==> src/rtl/lenet_pkg.sv <==
// Shared types and helpers for the LeNet convolution datapath.
// Holds the sequencer FSM encoding and output-size helpers for the default
// 32x32 / 5x5 layer.
package lenet_pkg;

    typedef enum logic [1:0] {
        IDLE  = 2'd0,
        RUN   = 2'd1,
        DRAIN = 2'd2,
        DONE  = 2'd3
    } seq_state_e;

    localparam int IMG_W_DEF = 32;
    localparam int IMG_H_DEF = 32;
    localparam int K_DEF     = 5;

    // Output map size for stride 1, no padding, at the default geometry.
    localparam int OUT_W = IMG_W_DEF - K_DEF + 1;
    localparam int OUT_H = IMG_H_DEF - K_DEF + 1;
    localparam int KK    = K_DEF * K_DEF;

    // Output dimension for a given input dimension and kernel size.
    function automatic int out_dim(input int img, input int k);
        return img - k + 1;
    endfunction

    // Bits needed to count 0..n-1, never less than one.
    function automatic int cnt_w(input int n);
        return (n <= 2) ? 1 : $clog2(n);
    endfunction

endpackage

==> src/rtl/conv_seq_counter.sv <==
// Wrap counter used as one stage of the kx/ky/ox/oy loop chain.
// wrap is combinational so the next stage can advance in the same cycle.
module conv_seq_counter
    import lenet_pkg::*;
#(
    parameter int W = 4
) (
    input  logic         clk,
    input  logic         rst,
    input  logic         clr,
    input  logic         en,
    input  logic [W-1:0] max,
    output logic [W-1:0] count,
    output logic         wrap
);

    assign wrap = en && (count == max);

    // Count on enable, returning to zero after max; clr restarts the loop.
    // NOTE: sequential state uses <= so every register samples pre-edge values.
    always_ff @(posedge clk or posedge rst) begin
        if (rst) begin
            count <= '0;
        end else if (clr) begin
            count <= '0;
        end else if (en) begin
            count <= wrap ? '0 : count + 1'b1;
        end
    end

endmodule

==> src/rtl/conv_loop_sequencer.sv <==
// Convolution layer pass sequencer: walks kx, ky, ox, oy (innermost first),
// issues feature-map/weight read addresses and drives MAC control aligned
// to one-cycle SRAM read latency.
// Optional: define CONV_SEQ_PERF_EN to add the stall_cnt performance counter.
module conv_loop_sequencer
    import lenet_pkg::*;
#(
    parameter int IMG_W   = IMG_W_DEF,
    parameter int IMG_H   = IMG_H_DEF,
    parameter int K       = K_DEF,
    parameter int ADDR_W  = 10,
    parameter int WADDR_W = 5
) (
    input  logic               clk,
    input  logic               rst,
    input  logic               start,
    input  logic               stall,
    output logic               busy,
    output logic               done,
    output logic               rd_en,
    output logic [ADDR_W-1:0]  fm_addr,
    output logic [WADDR_W-1:0] wt_addr,
    output logic               mac_en,
    output logic               acc_clr,
    output logic               acc_last,
    output logic [ADDR_W-1:0]  out_addr
`ifdef CONV_SEQ_PERF_EN
    ,
    output logic [15:0]        stall_cnt
`endif
);

    localparam int OW  = out_dim(IMG_W, K);
    localparam int OH  = out_dim(IMG_H, K);
    localparam int KXW = cnt_w(K);
    localparam int OXW = cnt_w(OW);
    localparam int OYW = cnt_w(OH);

    seq_state_e        state_q, state_d;
    logic              start_acc;
    logic [KXW-1:0]    kx_cnt, ky_cnt;
    logic [OXW-1:0]    ox_cnt;
    logic [OYW-1:0]    oy_cnt;
    logic              kx_wrap, ky_wrap, ox_wrap, oy_wrap;
    logic [ADDR_W-1:0] pix_base_q, row_base_q, out_cnt_q;
    logic [ADDR_W-1:0] pix_next, row_next;
    logic              tap_vld_q, tap_first_q, tap_last_q;
    logic              unused_cnt;

    assign start_acc = (state_q == IDLE) && start;

    // Output-pixel coordinates are tracked incrementally in pix_base/out_cnt;
    // ox/oy counts only feed the carry chain.
    assign unused_cnt = ^{ox_cnt, oy_cnt};

    conv_seq_counter #(.W(KXW)) u_kx (
        .clk(clk), .rst(rst), .clr(start_acc), .en(rd_en),
        .max(KXW'(K - 1)), .count(kx_cnt), .wrap(kx_wrap)
    );
    conv_seq_counter #(.W(KXW)) u_ky (
        .clk(clk), .rst(rst), .clr(start_acc), .en(kx_wrap),
        .max(KXW'(K - 1)), .count(ky_cnt), .wrap(ky_wrap)
    );
    conv_seq_counter #(.W(OXW)) u_ox (
        .clk(clk), .rst(rst), .clr(start_acc), .en(ky_wrap),
        .max(OXW'(OW - 1)), .count(ox_cnt), .wrap(ox_wrap)
    );
    conv_seq_counter #(.W(OYW)) u_oy (
        .clk(clk), .rst(rst), .clr(start_acc), .en(ox_wrap),
        .max(OYW'(OH - 1)), .count(oy_cnt), .wrap(oy_wrap)
    );

    // State register.
    always_ff @(posedge clk or posedge rst) begin
        if (rst) begin
            state_q <= IDLE;
        end else begin
            state_q <= state_d;
        end
    end

    // Next-state and status outputs; oy_wrap marks the final tap being issued.
    // NOTE: every output gets a default first so no latch is inferred.
    always_comb begin
        state_d = state_q;
        busy    = (state_q == RUN) || (state_q == DRAIN);
        done    = (state_q == DONE);
        rd_en   = (state_q == RUN) && !stall;
        case (state_q)
            IDLE:    if (start)   state_d = RUN;
            RUN:     if (oy_wrap) state_d = DRAIN;
            DRAIN:   if (!stall)  state_d = DONE;
            DONE:                 state_d = IDLE;
            default:              state_d = IDLE;
        endcase
    end

    // Candidate bases: next output pixel (same row, or +K to skip the
    // kernel overhang into the next row) and next kernel row.
    always_comb begin
        pix_next = pix_base_q + (ox_wrap ? ADDR_W'(K) : ADDR_W'(1));
        row_next = row_base_q + ADDR_W'(IMG_W);
    end

    // Incremental address generation; registers hold while rd_en is low.
    always_ff @(posedge clk or posedge rst) begin
        if (rst) begin
            pix_base_q <= '0;
            row_base_q <= '0;
            fm_addr    <= '0;
            wt_addr    <= '0;
            out_cnt_q  <= '0;
        end else if (start_acc || (rd_en && oy_wrap)) begin
            pix_base_q <= '0;
            row_base_q <= '0;
            fm_addr    <= '0;
            wt_addr    <= '0;
            out_cnt_q  <= '0;
        end else if (rd_en) begin
            if (ky_wrap) begin
                pix_base_q <= pix_next;
                row_base_q <= pix_next;
                fm_addr    <= pix_next;
                wt_addr    <= '0;
                out_cnt_q  <= out_cnt_q + 1'b1;
            end else if (kx_wrap) begin
                row_base_q <= row_next;
                fm_addr    <= row_next;
                wt_addr    <= wt_addr + 1'b1;
            end else begin
                fm_addr    <= fm_addr + 1'b1;
                wt_addr    <= wt_addr + 1'b1;
            end
        end
    end

    // One-stage tap pipeline matching the SRAM read latency; frozen on stall.
    always_ff @(posedge clk or posedge rst) begin
        if (rst) begin
            tap_vld_q   <= 1'b0;
            tap_first_q <= 1'b0;
            tap_last_q  <= 1'b0;
            out_addr    <= '0;
        end else if (!stall) begin
            tap_vld_q   <= rd_en;
            tap_first_q <= rd_en && (kx_cnt == '0) && (ky_cnt == '0);
            tap_last_q  <= ky_wrap;
            out_addr    <= out_cnt_q;
        end
    end

    assign mac_en   = tap_vld_q && !stall;
    assign acc_clr  = mac_en && tap_first_q;
    assign acc_last = mac_en && tap_last_q;

`ifdef CONV_SEQ_PERF_EN
    // Saturating count of stalled busy cycles, cleared when a pass starts.
    always_ff @(posedge clk or posedge rst) begin
        if (rst) begin
            stall_cnt <= '0;
        end else if (start_acc) begin
            stall_cnt <= '0;
        end else if (busy && stall && (stall_cnt != 16'hFFFF)) begin
            stall_cnt <= stall_cnt + 1'b1;
        end
    end
`endif

endmodule

==> config.mk <==
export PLATFORM = sky130hd
export DESIGN_NAME = conv_loop_sequencer
export DESIGN_NICKNAME = d
export VERILOG_FILES = /design/src/rtl/lenet_pkg.sv /design/src/rtl/conv_seq_counter.sv /design/src/rtl/conv_loop_sequencer.sv
export SDC_FILE = /design/constraint.sdc
export NUM_CORES = 1
export LEC_CHECK = 0
export CAP_MARGIN = 20
export CORE_UTILIZATION = 25
export CTS_CLUSTER_SIZE = 20
export DETAILED_ROUTE_END_ITERATION = 7
export GPL_ROUTABILITY_DRIVEN = 1
export HOLD_SLACK_MARGIN = 0.08
export PLACE_DENSITY = 0.42
export SLEW_MARGIN = 20
export SYNTH_ARGS = -nofsm -noshare
export SYNTH_HDL_FRONTEND = slang
export SYNTH_SLANG_ARGS = --single-unit
==> constraint.sdc <==
create_clock -name clk -period 2.9 [get_ports clk]
set_clock_uncertainty 0.2 [all_clocks]
set_input_delay 0.435 -clock clk [delete_from_list [all_inputs] [get_ports clk]]
set_output_delay 0.435 -clock clk [all_outputs]
set_load 0.01 [all_outputs]
==> results.sh, run 1 <==
export IMPL_outcome="completed"
export IMPL_timing_final_hold_violations=0
export IMPL_p_leak_nw=2.303
export IMPL_synth_top_area_share=0.4824
export IMPL_vias=3167
export IMPL_crit_path_end_kind="flip-flop"
export IMPL_fill_cells=1644
export IMPL_fin_hold_ws_ns=0.2673
export IMPL_ir_drop_v=0.0002895
export IMPL_cts_max_level=3
export IMPL_synth_seq_cells=76
export IMPL_ios=35
export IMPL_cts_max_path_buffers=2
export IMPL_worst_path_max_fanout=4
export IMPL_core_sq_mm=0.01531
export IMPL_vias_per_cell=4.678
export IMPL_cts_tree="yes"
export IMPL_fmax_mhz=365.4
export IMPL_yosys_top_cells_count="dfrtp_1, nand2_1, nor2_1"
export IMPL_synth_yosys_seq_area_share=0.4824
export IMPL_routed_wl_um=10330
export IMPL_grt_ovfl_total=0
export IMPL_grt_pass1_wl_um=17320
export IMPL_syn_area_sq_mm=0.003943
export IMPL_ys_types=50
export IMPL_powerDensity_mw_per_mm2=650.9
export IMPL_final_cells=677
export IMPL_port_buffers=34
export IMPL_yosysWarnings=0
export IMPL_syn_avg_cell_area_sq_um=9.807
export IMPL_grt_antenna_before_repair=0
export IMPL_fin_util=0.3285
export IMPL_hp_class="reg -> reg"
export IMPL_setup_violations_final=0
export IMPL_max_stage_delay_ns=0.52
export IMPL_drive_above_1_share=0.1481
export IMPL_synth_ff_type="dfrtp_1"
export IMPL_cts_buffers=9
export IMPL_synth_edf_count=0
export IMPL_cts_sinks=76
export IMPL_post_route_drc_count=0
export IMPL_critical_path_required_ns=2.92
export IMPL_insertion_delay_ns=0.35
export IMPL_crit_slowest_cell="or3b_2"
export IMPL_initial_core_util=0.2574
export IMPL_start_kind="flip-flop"
export IMPL_synth_nets=423
export IMPL_clkTransAtPathRegs_ns=0.06
export IMPL_drt_iter0_drc=96
export IMPL_path_cells="inv_2 -> ha_1 -> nand4b_1 -> nor3_2 -> ha_1 -> a21oi_1 -> or3b_2 -> xnor2_1 -> o21ai_2 -> o21ai_1"
export IMPL_synthTopCellsByArea="dfrtp_1, nand2_1, ha_1"
export IMPL_fin_nets=482
export IMPL_path_common_cell="ha_1"
export IMPL_arrival_ns=2.76
export IMPL_grt_max_degree=77
export IMPL_rsz0062_at_grt="yes"
export IMPL_grt_total_usage=0.1389
export IMPL_startpoint="state_q[1]$_DFFE_PP0P_"
export IMPL_drv_cap=0
export IMPL_final_max_slew_violation_count=0
export IMPL_rr_startpoint="state_q[1]$_DFFE_PP0P_"
export IMPL_async_flop_share=1.000
export IMPL_max_slew_margin=0.6600
export IMPL_die_y_um=127.6
export IMPL_clock_root_buffer="clkbuf_16"
export IMPL_cts_hold_buf=0
export IMPL_die_x_um=127.6
export IMPL_finalCritPeriodShare=0.9437
export IMPL_wire_per_inst_um=15.26
export IMPL_antenna_cells=0
export IMPL_tightest_slew_ns=0.5088
export IMPL_first_pass_iters=4
export IMPL_place_gp_congestion=0.8054
export IMPL_synth_top_area_cell="dfrtp_1"
export IMPL_num_rows=45
export IMPL_areaGrowthSynthToFinish_pct=27.61
export IMPL_dp_hpwl_um=7139
export IMPL_placedCellCount=661
export IMPL_fin_crit_ns=2.737
export IMPL_ant_nets=0
export IMPL_holdCritStartpoint="tap_last_q$_DFFE_PP0N_"
export IMPL_die_area_sq_mm=0.01628
export IMPL_synth_most_common_cell="dfrtp_1"
export IMPL_grt_pass1_vias=3130
export IMPL_critPathKind="reg -> reg"
export IMPL_synth_cells=402
==> state kept, by name, indices dropped and copies added, names as in the netlist <==
signal,count
fm_addr,10
out_addr,10
out_cnt_q,10
pix_base_q,10
row_base_q,10
state_q,2
tap_first_q,1
tap_last_q,1
tap_vld_q,1
u_kx.count,3
u_ky.count,3
u_ox.count,5
u_oy.count,5
wt_addr,5
==> critical path: cells and delay by family, from the launching register on <==
kind,cells,cell delay [ns]
AO/OA/AOI/OAI,3,0.37
XOR/XNOR,1,0.15
adder cells (fa/ha/maj),2,0.39
buffers and inverters,1,0.09
flip-flops,1,0.43
AND/OR/NAND/NOR,3,0.99
==> cells in the final DEF (no fill, tap or decap), types with 3 or more instances in the layout <==
master	instances
a32o_1	4
o21ai_1	3
nor2_1	30
and3_1	3
or3_1	4
nand4_1	9
inv_1	7
dfrtp_1	76
nor3_1	4
a221o_1	3
clkdlybuf4s50_1	34
xor2_1	18
nand3_1	12
inv_2	3
o31ai_1	4
xnor2_1	14
nor2b_1	4
mux2_2	10
a21oi_1	16
nand2_1	68
o21ai_0	23
a21o_1	5
and2_1	5
mux2i_1	3
clkbuf_16	9
buf_4	29
o41ai_1	3
ha_1	17
a22o_1	5
nand2b_1	4
==> final cells by class <==
| class | count | area (sq um) | share of cell area |
|---|---|---|---|
| Clock inverter | 5 | 62.56 | 0.01243 |
| Multi-Input combinational cell | 300 | 1954 | 0.3885 |
| Clock buffer | 11 | 232.7 | 0.04626 |
| Tap cell | 211 | 264.0 | 0.05247 |
| Inverter | 10 | 37.54 | 0.007461 |
| Sequential cell | 76 | 1902 | 0.3780 |
| Timing Repair Buffer | 64 | 578.1 | 0.1149 |
==> kinds of logic (layout without fill, tap and decap cells) <==
kind of cell,after synthesis,count (layout),share of synthesized area
muxes,14,14,0.03904
buffers and inverters,26,90,0.02634
xor gates and xnor gates,33,33,0.07331
and+or+nand+nor,161,161,0.2028
AOI/OAI and AO/OA,75,75,0.1222
DFF,76,76,0.4824
adders and majority gates,17,17,0.05395
==> metrics by stage <==
stage / setup slack, ns / instance area (sq um) / setup TNS [ns] / power, mW
3_3_place_gp: -0.1246 / 4718 / -0.5426 / 2.147
5_1_grt: -0.009817 / 5031 / -0.009817 / 3.476
4_1_cts: 0.02697 / 5014 / 0 / 3.315
3_5_place_dp: -0.2149 / 4718 / -1.307 / 2.157
6_report: 0.1632 / 5031 / 0 / 3.275
2_1_floorplan: 0.04437 / 3943 / 0 / 1.804
==> routing by layer <==
layer,up-vias,wire length [um],GRT usage
li1,1531,-,-
met1,1592,5225,0.1918
met2,38,4750,0.2102
met3,6,245,0.03350
met4,0,109,0.05121
met5,-,0,0
==> power breakdown <==
| group | internal, mW | switching, mW | leakage (nW) |
|---|---|---|---|
| registers | 1.22 | 0.184 | 1.02 |
| logic | 0.379 | 0.348 | 1.15 |
| clock network | 0.671 | 0.475 | 0.136 |
| total | 2.27 | 1.01 | 2.30 |
==> what timing repair did <==
item                       in CTS  in global routing
setup endpoints to repair       0                  9
gates resized for setup         0                  7
buffers inserted                0                  0
==> worst paths after layout <==
check                      cells past startpoint  slack, ns                   endpoint
setup / recovery                              10       0.16  row_base_q[8]$_DFFE_PP0P_
hold / removal                                 2       0.27     tap_last_q$_DFFE_PP0N_
setup reg to reg                              10       0.16  row_base_q[8]$_DFFE_PP0P_
hold reg to reg                                2       0.27     tap_last_q$_DFFE_PP0N_
max in group asynchronous                      3       1.85     fm_addr[8]$_DFFE_PP0P_
min in group asynchronous                      3       0.31    out_addr[5]$_DFFE_PP0N_
Note: power is estimated with default switching activity, not from simulation.
==> inputs of run 2 (changes only) <==
CELL_PAD_IN_SITES_DETAIL_PLACEMENT = 1   (was default)
CELL_PAD_IN_SITES_GLOBAL_PLACEMENT = 2   (was default)
PLACE_DENSITY = 0.6   (was 0.42)
SLEW_MARGIN = default   (was 20)
==> run 2 against run 1 <==
Against the previous run: sequential power about the same; wire length up 7.3%; global-route usage up 1.3 points; via count down 0.13%; critical path depth unchanged; total power down 1.7%; clock power down 8%; non-clock buffer count up 1; fmax up 0.40%; sequential cell count unchanged; cell count up 0.15%; cell area unchanged; critical endpoint is now pix_base_q[8]$_DFFE_PP0P_.
==> results.sh, run 2 (same netlist as run 1, synthesis figures left out) <==
export IMPL_vias=3163
export IMPL_wire_per_inst_um=16.35
export IMPL_cts_setup_buffers=0
export IMPL_drv_cap=0
export IMPL_ir_drop_v=0.0002582
export IMPL_arrival_ns=2.75
export IMPL_start_kind="flip-flop"
export IMPL_drive_above_1_share=0.1478
export IMPL_die_x_um=127.6
export IMPL_cts_max_path_buffers=2
export IMPL_timing_final_hold_violations=0
export IMPL_grt_pass1_vias=3371
export IMPL_grt_antenna_before_repair=0
export IMPL_finalCritPeriodShare=0.9400
export IMPL_fin_crit_ns=2.726
export IMPL_insertion_delay_ns=0.35
export IMPL_num_rows=45
export IMPL_grt_ovfl_total=0
export IMPL_most_common_layout_cells="dfrtp_1, nand2_1, clkdlybuf4s50_1"
export IMPL_tightest_slew_ns=0.4463
export IMPL_critPathKind="reg -> reg"
export IMPL_final_max_slew_violation_count=0
export IMPL_place_ws_ns=-0.1757
export IMPL_areaGrowthSynthToFinish_pct=27.61
export IMPL_clock_root_buffer="clkbuf_16"
export IMPL_ios=35
export IMPL_ant_nets=0
export IMPL_worst_path_max_fanout=4
export IMPL_antenna_cells=0
export IMPL_vias_per_cell=4.665
export IMPL_fin_ws_ns=0.1741
export IMPL_die_y_um=127.6
export IMPL_rsz0062_at_grt="no"
export IMPL_cts_hold_buf=0
export IMPL_clkTransAtPathRegs_ns=0.06
export IMPL_outcome="completed"
export IMPL_fin_nets=483
export IMPL_r2r_setup_slack_ns=0.17
export IMPL_cts_max_level=3
export IMPL_fmax_mhz=366.8
export IMPL_cts_tree="yes"
export IMPL_post_route_drc_count=0
export IMPL_powerDensity_mw_per_mm2=640.0
export IMPL_initial_core_util=0.2574
export IMPL_fill_cells=1793
export IMPL_final_common_cell="dfrtp_1"
export IMPL_port_buffers=34
export IMPL_hp_class="reg -> reg"
export IMPL_grt_total_usage=0.1520
export IMPL_cts_buffers=9
export IMPL_drt_iter0_drc=137
export IMPL_cts_sinks=76
export IMPL_place_gp_congestion=0.8007
export IMPL_p_leak_nw=2.322
export IMPL_grt_pass1_wl_um=18750
export IMPL_max_slew_margin=0.7025
export IMPL_die_area_sq_mm=0.01628
export IMPL_setup_violations_final=0
export IMPL_fin_tns_setup_ns=0
export IMPL_critical_path_required_ns=2.92
export IMPL_routed_wl_um=11090
export IMPL_crit_path_end_kind="flip-flop"
export IMPL_grt_max_degree=77
export IMPL_first_pass_iters=4
export IMPL_core_sq_mm=0.01531
export IMPL_dp_hpwl_um=7772
[run 2: changes by cell type in the layout (fill, tap and decap cells not counted), moves of 2 or more]
cell      before  now
clkinv_4       2    0
clkinv_2       0    2
o21ai_1        3    1
o21ai_0       23   26
[run 2: through the flow]
| stage | instances | util | cell area (sq um) | power (mW) | hold WS [ns] |
|---|---|---|---|---|---|
| after floorplan | 402 | - | 3943 | 1.804 | 0.2387 |
| after global placement | 662 | 0.3094 | 4738 | 2.169 | 0.2606 |
| after detailed placement | 662 | 0.3094 | 4738 | 2.188 | 0.2624 |
| after CTS | 678 | 0.3271 | 5010 | 3.275 | 0.2788 |
| after global routing | 678 | 0.3285 | 5031 | 3.431 | 0.2970 |
| final | 678 | 0.3285 | 5031 | 3.220 | 0.2707 |
[run 2: final cells by class]
| type | count | area (sq um) | area share |
|---|---|---|---|
| multi-input combinational | 300 | 1958 | 0.3892 |
| sequential | 76 | 1902 | 0.3780 |
| timing repair buffer | 65 | 598.1 | 0.1189 |
| tap | 211 | 264.0 | 0.05247 |
| clock buffer | 12 | 246.5 | 0.04899 |
| inverter | 10 | 37.54 | 0.007461 |
| clock inverter | 4 | 25.02 | 0.004974 |
[run 2: worst max-delay path: stages, from the launching register on]
cell and delay (ns):
dfrtp_1 0.41, inv_1 0.11, ha_1 0.20, nand4b_1 0.19, nor3_4 0.22, ha_1 0.22
a21oi_2 0.10, or3b_2 0.51, nor4b_1 0.17, o21ai_0 0.17, o31ai_1 0.10
[run 2: worst paths after layout]
path                                             endpoint                   start  depth (start not counted)
worst max-delay path            pix_base_q[8]$_DFFE_PP0P_  state_q[1]$_DFFE_PP0P_                         10
worst min-delay path               tap_last_q$_DFFE_PP0N_  tap_last_q$_DFFE_PP0N_                          2
worst max register to register  pix_base_q[8]$_DFFE_PP0P_  state_q[1]$_DFFE_PP0P_                         10
worst min register to register     tap_last_q$_DFFE_PP0N_  tap_last_q$_DFFE_PP0N_                          2
max in group asynchronous          fm_addr[1]$_DFFE_PP0P_                     rst                          3
min in group asynchronous         out_addr[2]$_DFFE_PP0N_                     rst                          3
[run 2: per-layer routing]
layer,global-route usage,vias to the layer above,share of wire
met5,0,-,0
met4,0.06021,0,0.020
met3,0.03015,14,0.021
met2,0.2343,31,0.45
met1,0.2091,1596,0.51
li1,-,1522,-
[run 2: where the power goes]
group	switching [mW]	leakage, nW	total [mW]	internal, mW
Sequential	0.194	1.02	1.41	1.22
Clock	0.462	0.129	1.06	0.601
Combinational	0.359	1.17	0.746	0.387
Total	1.02	2.32	3.22	2.20
[run 2: what timing repair did]
action,4_1_cts,5_1_grt
endpoints found under the hold margin,0,0
gates resized for setup,0,4
endpoints found under the setup margin,0,14
==> inputs of run 3 (changes only) <==
CORE_MARGIN = 5   (was default)
SYNTH_HIERARCHICAL = 1   (was default)
==> run 3 against run 2 <==
Against the previous run: worst setup slack lost 0.060 ns; synthesized cell count grew 9.7%; combinational power up 53%; sequential power is 6% lower; fmax shrank 2.2%; die area is 21% higher; clock power increased by 15%; total power increased by 14%; count of clock-buffer cells in the layout fell by 3; critical endpoint is now fm_addr[6]$_DFFE_PP0P_; largest cell class unchanged; largest power group unchanged.
==> results.sh, run 3 <==
export IMPL_internal_power_mw=2.379
export IMPL_cts_hold_buf=0
export IMPL_r2r_setup_slack_ns=0.11
export IMPL_synth_yosys_seq_area_share=0.4485
export IMPL_critPathKind="reg -> reg"
export IMPL_worst_path_max_fanout=4
export IMPL_grt_use_met3=0.02113
export IMPL_ir_drop_v=0.0002534
export IMPL_grt_pass1_vias=3939
export IMPL_grt_pass1_wl_um=20640
export IMPL_fin_tns_setup_ns=0
export IMPL_ys_types=54
export IMPL_fmax_mhz=358.9
export IMPL_async_flop_share=1.000
export IMPL_fin_nets=556
export IMPL_synth_edf_count=0
export IMPL_cts_sinks=76
export IMPL_place_ws_ns=-0.2751
export IMPL_grt_max_degree=48
export IMPL_placedCellCount=743
export IMPL_vias=3571
export IMPL_fin_util=0.3419
export IMPL_cts_max_level=3
export IMPL_synth_ff_type="dfrtp_1"
export IMPL_cts_buffers=9
export IMPL_crit_path_end_kind="flip-flop"
export IMPL_vias_per_cell=4.686
export IMPL_syn_area_sq_mm=0.004240
export IMPL_drt_iter0_drc=114
export IMPL_hp_class="in -> async"
export IMPL_antenna_cells=0
export IMPL_synth_seq_cells=76
export IMPL_first_pass_iters=4
export IMPL_die_x_um=140.2
export IMPL_fill_cells=1918
export IMPL_outcome="completed"
export IMPL_clock_root_buffer="clkbuf_16"
export IMPL_arrival_ns=2.87
export IMPL_areaGrowthSynthToFinish_pct=33.73
export IMPL_combinationalPowerShare=0.310
export IMPL_grt_ovfl_total=0
export IMPL_finalCritPeriodShare=0.9607
export IMPL_cts_tree="yes"
export IMPL_wire_per_inst_um=15.92
export IMPL_fin_hold_ws_ns=0.2300
export IMPL_insertion_delay_ns=0.34
export IMPL_die_area_sq_mm=0.01967
export IMPL_synth_cells=441
export IMPL_synthTopCellsByArea="dfrtp_1, xor2_1, nand2_1"
export IMPL_critical_path_required_ns=2.98
export IMPL_ios=35
export IMPL_port_buffers=34
export IMPL_synth_top_area_cell="dfrtp_1"
export IMPL_p_leak_nw=2.546
export IMPL_grt_antenna_before_repair=0
export IMPL_cts_max_path_buffers=2
export IMPL_crit_slowest_cell="or4b_1"
export IMPL_core_sq_mm=0.01658
export IMPL_final_cells=762
export IMPL_fin_crit_ns=2.786
export IMPL_swShare=0.3541
export IMPL_path_cells="inv_2 -> ha_4 -> nand2b_4 -> clkinv_4 -> inv_4 -> nor4_4 -> and2_4 -> and3_4 -> and3_4 -> a21oi_1 -> nand2_1 -> or4b_1 -> a21oi_1 -> a221o_1"
export IMPL_synth_top_area_share=0.4485
export IMPL_initial_core_util=0.2557
export IMPL_place_gp_congestion=0.7908
export IMPL_drive_above_1_share=0.1845
export IMPL_setup_violations_final=0
export IMPL_clkTransAtPathRegs_ns=0.07
export IMPL_grtUsageMet2=0.2248
export IMPL_yosysWarnings=6
export IMPL_fin_ws_ns=0.1140
export IMPL_clkPwrFrac=0.331
export IMPL_yosys_top_cells_count="dfrtp_1, nand2_1, o21ai_0, xor2_1, nor2_1"
export IMPL_timing_final_hold_violations=0
export IMPL_dp_hpwl_um=9065
export IMPL_tightest_slew_ns=0.5390
export IMPL_syn_avg_cell_area_sq_um=9.615
export IMPL_post_route_drc_count=0
export IMPL_drv_cap=0
export IMPL_final_common_cell="dfrtp_1"
export IMPL_num_rows=47
export IMPL_p_switching_mw=1.304
export IMPL_most_common_layout_cells="dfrtp_1, nand2_1, buf_4"
export IMPL_max_stage_delay_ns=0.51
export IMPL_met1_usage=0.1599
export IMPL_ant_nets=0
export IMPL_seqPwrFrac=0.359
export IMPL_critPathTopFamily="simple AND/OR/NAND/NOR gates"
export IMPL_synth_most_common_cell="dfrtp_1"
export IMPL_die_y_um=140.2
export IMPL_start_kind="flip-flop"
export IMPL_powerDensity_mw_per_mm2=649.6
export IMPL_final_max_slew_violation_count=0
export IMPL_top_usage_layer="met2"
export IMPL_routed_wl_um=12130
export IMPL_max_slew_margin=0.6381
export IMPL_grt_total_usage=0.1307
export IMPL_path_buf_inv=3
run 3: cell types whose count changed in the layout (fill, tap and decap cells not counted), sizes merged, moves of 4 or more:
cell / change
nor2: -7
nor4: +5
o21ai: +6
xor2: +15
inv: +17
a32o: -4
conb: +22
nand2: -5
buf: +15
a311oi: +8
run 3: routing by layer:
| metal | wire, um | vias up |
|---|---|---|
| met4 | 296 | 0 |
| met3 | 188 | 18 |
| met1 | 5455 | 1799 |
| met5 | 0 | - |
| li1 | - | 1727 |
| met2 | 6190 | 27 |
run 3: layout make-up:
type                            count  area [sq um]  share of cell area
Sequential cell                    76          1902              0.3354
Inverter                           22         90.09             0.01589
Multi-Input combinational cell    348          2380              0.4197
Clock buffer                        9         225.2             0.03972
Clock inverter                      7         87.58             0.01545
Tap cell                          220         275.3             0.04854
Timing Repair Buffer               80         710.7              0.1253
run 3: logic make-up (layout without fill, tap and decap cells):
logic type	after synthesis	count (layout)	synth area share
adders and majority gates	15	15	0.04426
other	2	22	0.001771
DFF	76	76	0.4485
and+or+nand+nor	153	153	0.1829
muxes	12	12	0.03157
AOI/OAI and AO/OA	97	97	0.1528
xor gates and xnor gates	49	49	0.1012
buffers and inverters	37	118	0.03688
run 3: worst paths after layout:
check                                            start                   endpoint  cells past startpoint
worst max-delay path            state_q[1]$_DFFE_PP0P_     fm_addr[6]$_DFFE_PP0P_                     14
min in group clk                 tap_vld_q$_DFFE_PP0N_      tap_vld_q$_DFFE_PP0N_                      2
max in group asynchronous                          rst  pix_base_q[9]$_DFFE_PP0P_                      3
worst max register to register  state_q[1]$_DFFE_PP0P_     fm_addr[6]$_DFFE_PP0P_                     14
worst min register to register   tap_vld_q$_DFFE_PP0N_      tap_vld_q$_DFFE_PP0N_                      2
worst min-delay path                               rst  u_kx/count[2]$_DFFE_PP0P_                      2
run 3: metrics by stage:
| step | total power, mW | cell area (sq um) |
|---|---|---|
| 5_1_grt | 3.925 | 5670 |
| 3_3_place_gp | 2.444 | 5311 |
| 6_report | 3.684 | 5670 |
| 4_1_cts | 3.724 | 5624 |
| 2_1_floorplan | 1.946 | 4444 |
| 3_5_place_dp | 2.472 | 5311 |
run 3: repair_timing:
| item | in CTS | in global routing |
|---|---|---|
| endpoints found under the setup margin | 0 | 13 |
| setup buffers | 0 | 3 |
| gates resized for setup | 0 | 4 |
| hold endpoints to repair | 0 | 0 |
run 3: power by group through the flow:
stage | logic (mW) | registers (mW) | clock network, mW
after floorplan | 0.620 | 1.33 | 0
after global placement | 1.10 | 1.34 | 0
after detailed placement | 1.13 | 1.34 | 0
after CTS | 1.14 | 1.33 | 1.26
after global routing | 1.27 | 1.35 | 1.31
final | 1.14 | 1.32 | 1.22
==> edit: new RTL, config.mk and constraints of run 2 <==
Set the package constant `IMG_H_DEF` to 64 (it was 32).
--- a/src/rtl/lenet_pkg.sv
+++ b/src/rtl/lenet_pkg.sv
@@ -11,7 +11,7 @@
     } seq_state_e;
 
     localparam int IMG_W_DEF = 32;
-    localparam int IMG_H_DEF = 32;
+    localparam int IMG_H_DEF = 64;
     localparam int K_DEF     = 5;
 
     // Output map size for stride 1, no padding, at the default geometry.
Check against the original RTL: no difference found for any inputs over 10 cycles, from zero or initial values and one cycle with rst high; that may be too few to reach the edited logic, so the function may still have changed.
==> edit against run 2 <==
Clock power increased by 25%; setup slack got worse by 0.019 ns; design area increased by 4.3%; routed wire length increased by 3.3%; power increased by 17%; first-iteration DRC count decreased by 10%; sequential cell count increased by 1; synthesized area increased by 2.3%; critical path type unchanged; largest power group unchanged.
==> edit: results (changes against run 2) <==
FILLER_CELL_COUNT=1796  # +0.17%
FINISH.NET_COUNT=497  # +2.9%
POST_LAYOUT_NONFILLER_INSTANCES=697  # +2.8%
DETAIL_ROUTE.ITER0.VIOLATIONS=123  # -10%
OUTCOME='completed'
FINALWIRELENGTH_MM=11.5  # +3.3%
POST_SYNTH_MAIN_AREA_CONTRIBUTORS='sky130_fd_sc_hd__dfrtp_1, sky130_fd_sc_hd__nand2_1, sky130_fd_sc_hd__ha_1'
CTS_SETUP_BUFFERS=1  # +1
NUMBER_OF_VIAS_PER_CELL_AFTER_DETAILED_ROUTING=4.70  # +0.84%
DP_HPWL_MM=8.36  # +7.5%
CRIT_FANOUT=3  # -1
SYNTH.LIB_CELLS_USED.DISTINCT=56  # +12%
PLACE_WS_NS=-0.230  # -0.0547 ns
GPL.FINAL_WEIGHTED_CONGESTION=0.758  # -5.4%
STAGE_DELAY_OF_THE_SLOWEST_CELL_ON_THE_CRITICAL_PATH_NS=0.40  # -0.11 ns
LEAKAGEPOWER_nW=2.40  # +3.4%
CPMAXSTAGEDELAYCELL='sky130_fd_sc_hd__or3b_4'
GRT_START_MAX_NET_PINS=32  # -58%
FF2FF_SETUP_SLACK_NS=0.15  # -0.02 ns
YOSYS-TOP-CELLS-COUNT='sky130_fd_sc_hd__dfrtp_1, sky130_fd_sc_hd__nand2_1, sky130_fd_sc_hd__nor2_1, sky130_fd_sc_hd__o21ai_0, sky130_fd_sc_hd__xor2_1'
SYNTH.NET_COUNT=430  # +1.7%
POWER.IR.VDD_WORST_V=0.000385  # +49%
GRT_FIRST_PASS_WIRELENGTH_MM=19.1  # +1.9%
DATA_ARRIVAL_TIME_OF_THE_CRITICAL_PATH_NS=2.78  # +0.03 ns
NUMBER_OF_GLOBAL_ROUTE_VIAS_BEFORE_REPAIR=3522  # +4.5%
## edit: power by group through the flow
stage                     combinational [mW]  sequential [mW]  clock [mW]
after detailed placement               0.941             1.50           0
after CTS                              0.961             1.48        1.37
final                                  0.948             1.47        1.33
after global routing                    1.06             1.51        1.42
after global placement                 0.921             1.48           0
after floorplan                        0.494             1.49           0
## edit: final cells by class
cell class	instances	area, sq um	share of cell area
inverter	11	42.5	0.00811
clock buffer	9	225	0.0429
tap	216	270	0.0515
multi-input combinational	305	2020	0.385
sequential	77	1930	0.367
clock inverter	7	123	0.0234
timing repair buffer	72	638	0.122
## edit: logic make-up after synthesis
logic type,Yosys count,share of synthesized area
fa+ha+maj,17,0.0527
compound gates,75,0.124
mux,14,0.0382
simple gates,163,0.203
buf+inv,27,0.0267
flops,77,0.478
xor+xnor,36,0.0782
## edit: layer usage
layer / routed length, microns / global-route usage / vias to the layer above / share of wire
met5: 0 / 0 / - / 0
met4: 128 / 0.0394 / 0 / 0.011
met3: 282 / 0.0395 / 12 / 0.025
met2: 5510 / 0.252 / 37 / 0.48
met1: 5540 / 0.196 / 1657 / 0.48
li1: - / - / 1573 / -
## edit: worst max path at each step
| stage | startpoint | slack [ns] | cells after the start | endpoint |
|---|---|---|---|---|
| CTS | u_kx.count[0] | 0.02 | 11 | fm_addr[8] |
| global route | u_kx.count[0] | 0.02 | 12 | fm_addr[6] |
| detailed placement | stall | -0.23 | 10 | fm_addr[8] |
| global placement | stall | -0.21 | 10 | fm_addr[8] |
| floorplan | u_kx.count[0] | 0.004 | 12 | fm_addr[8] |
| finish | u_kx.count[0] | 0.15 | 11 | fm_addr[8] |
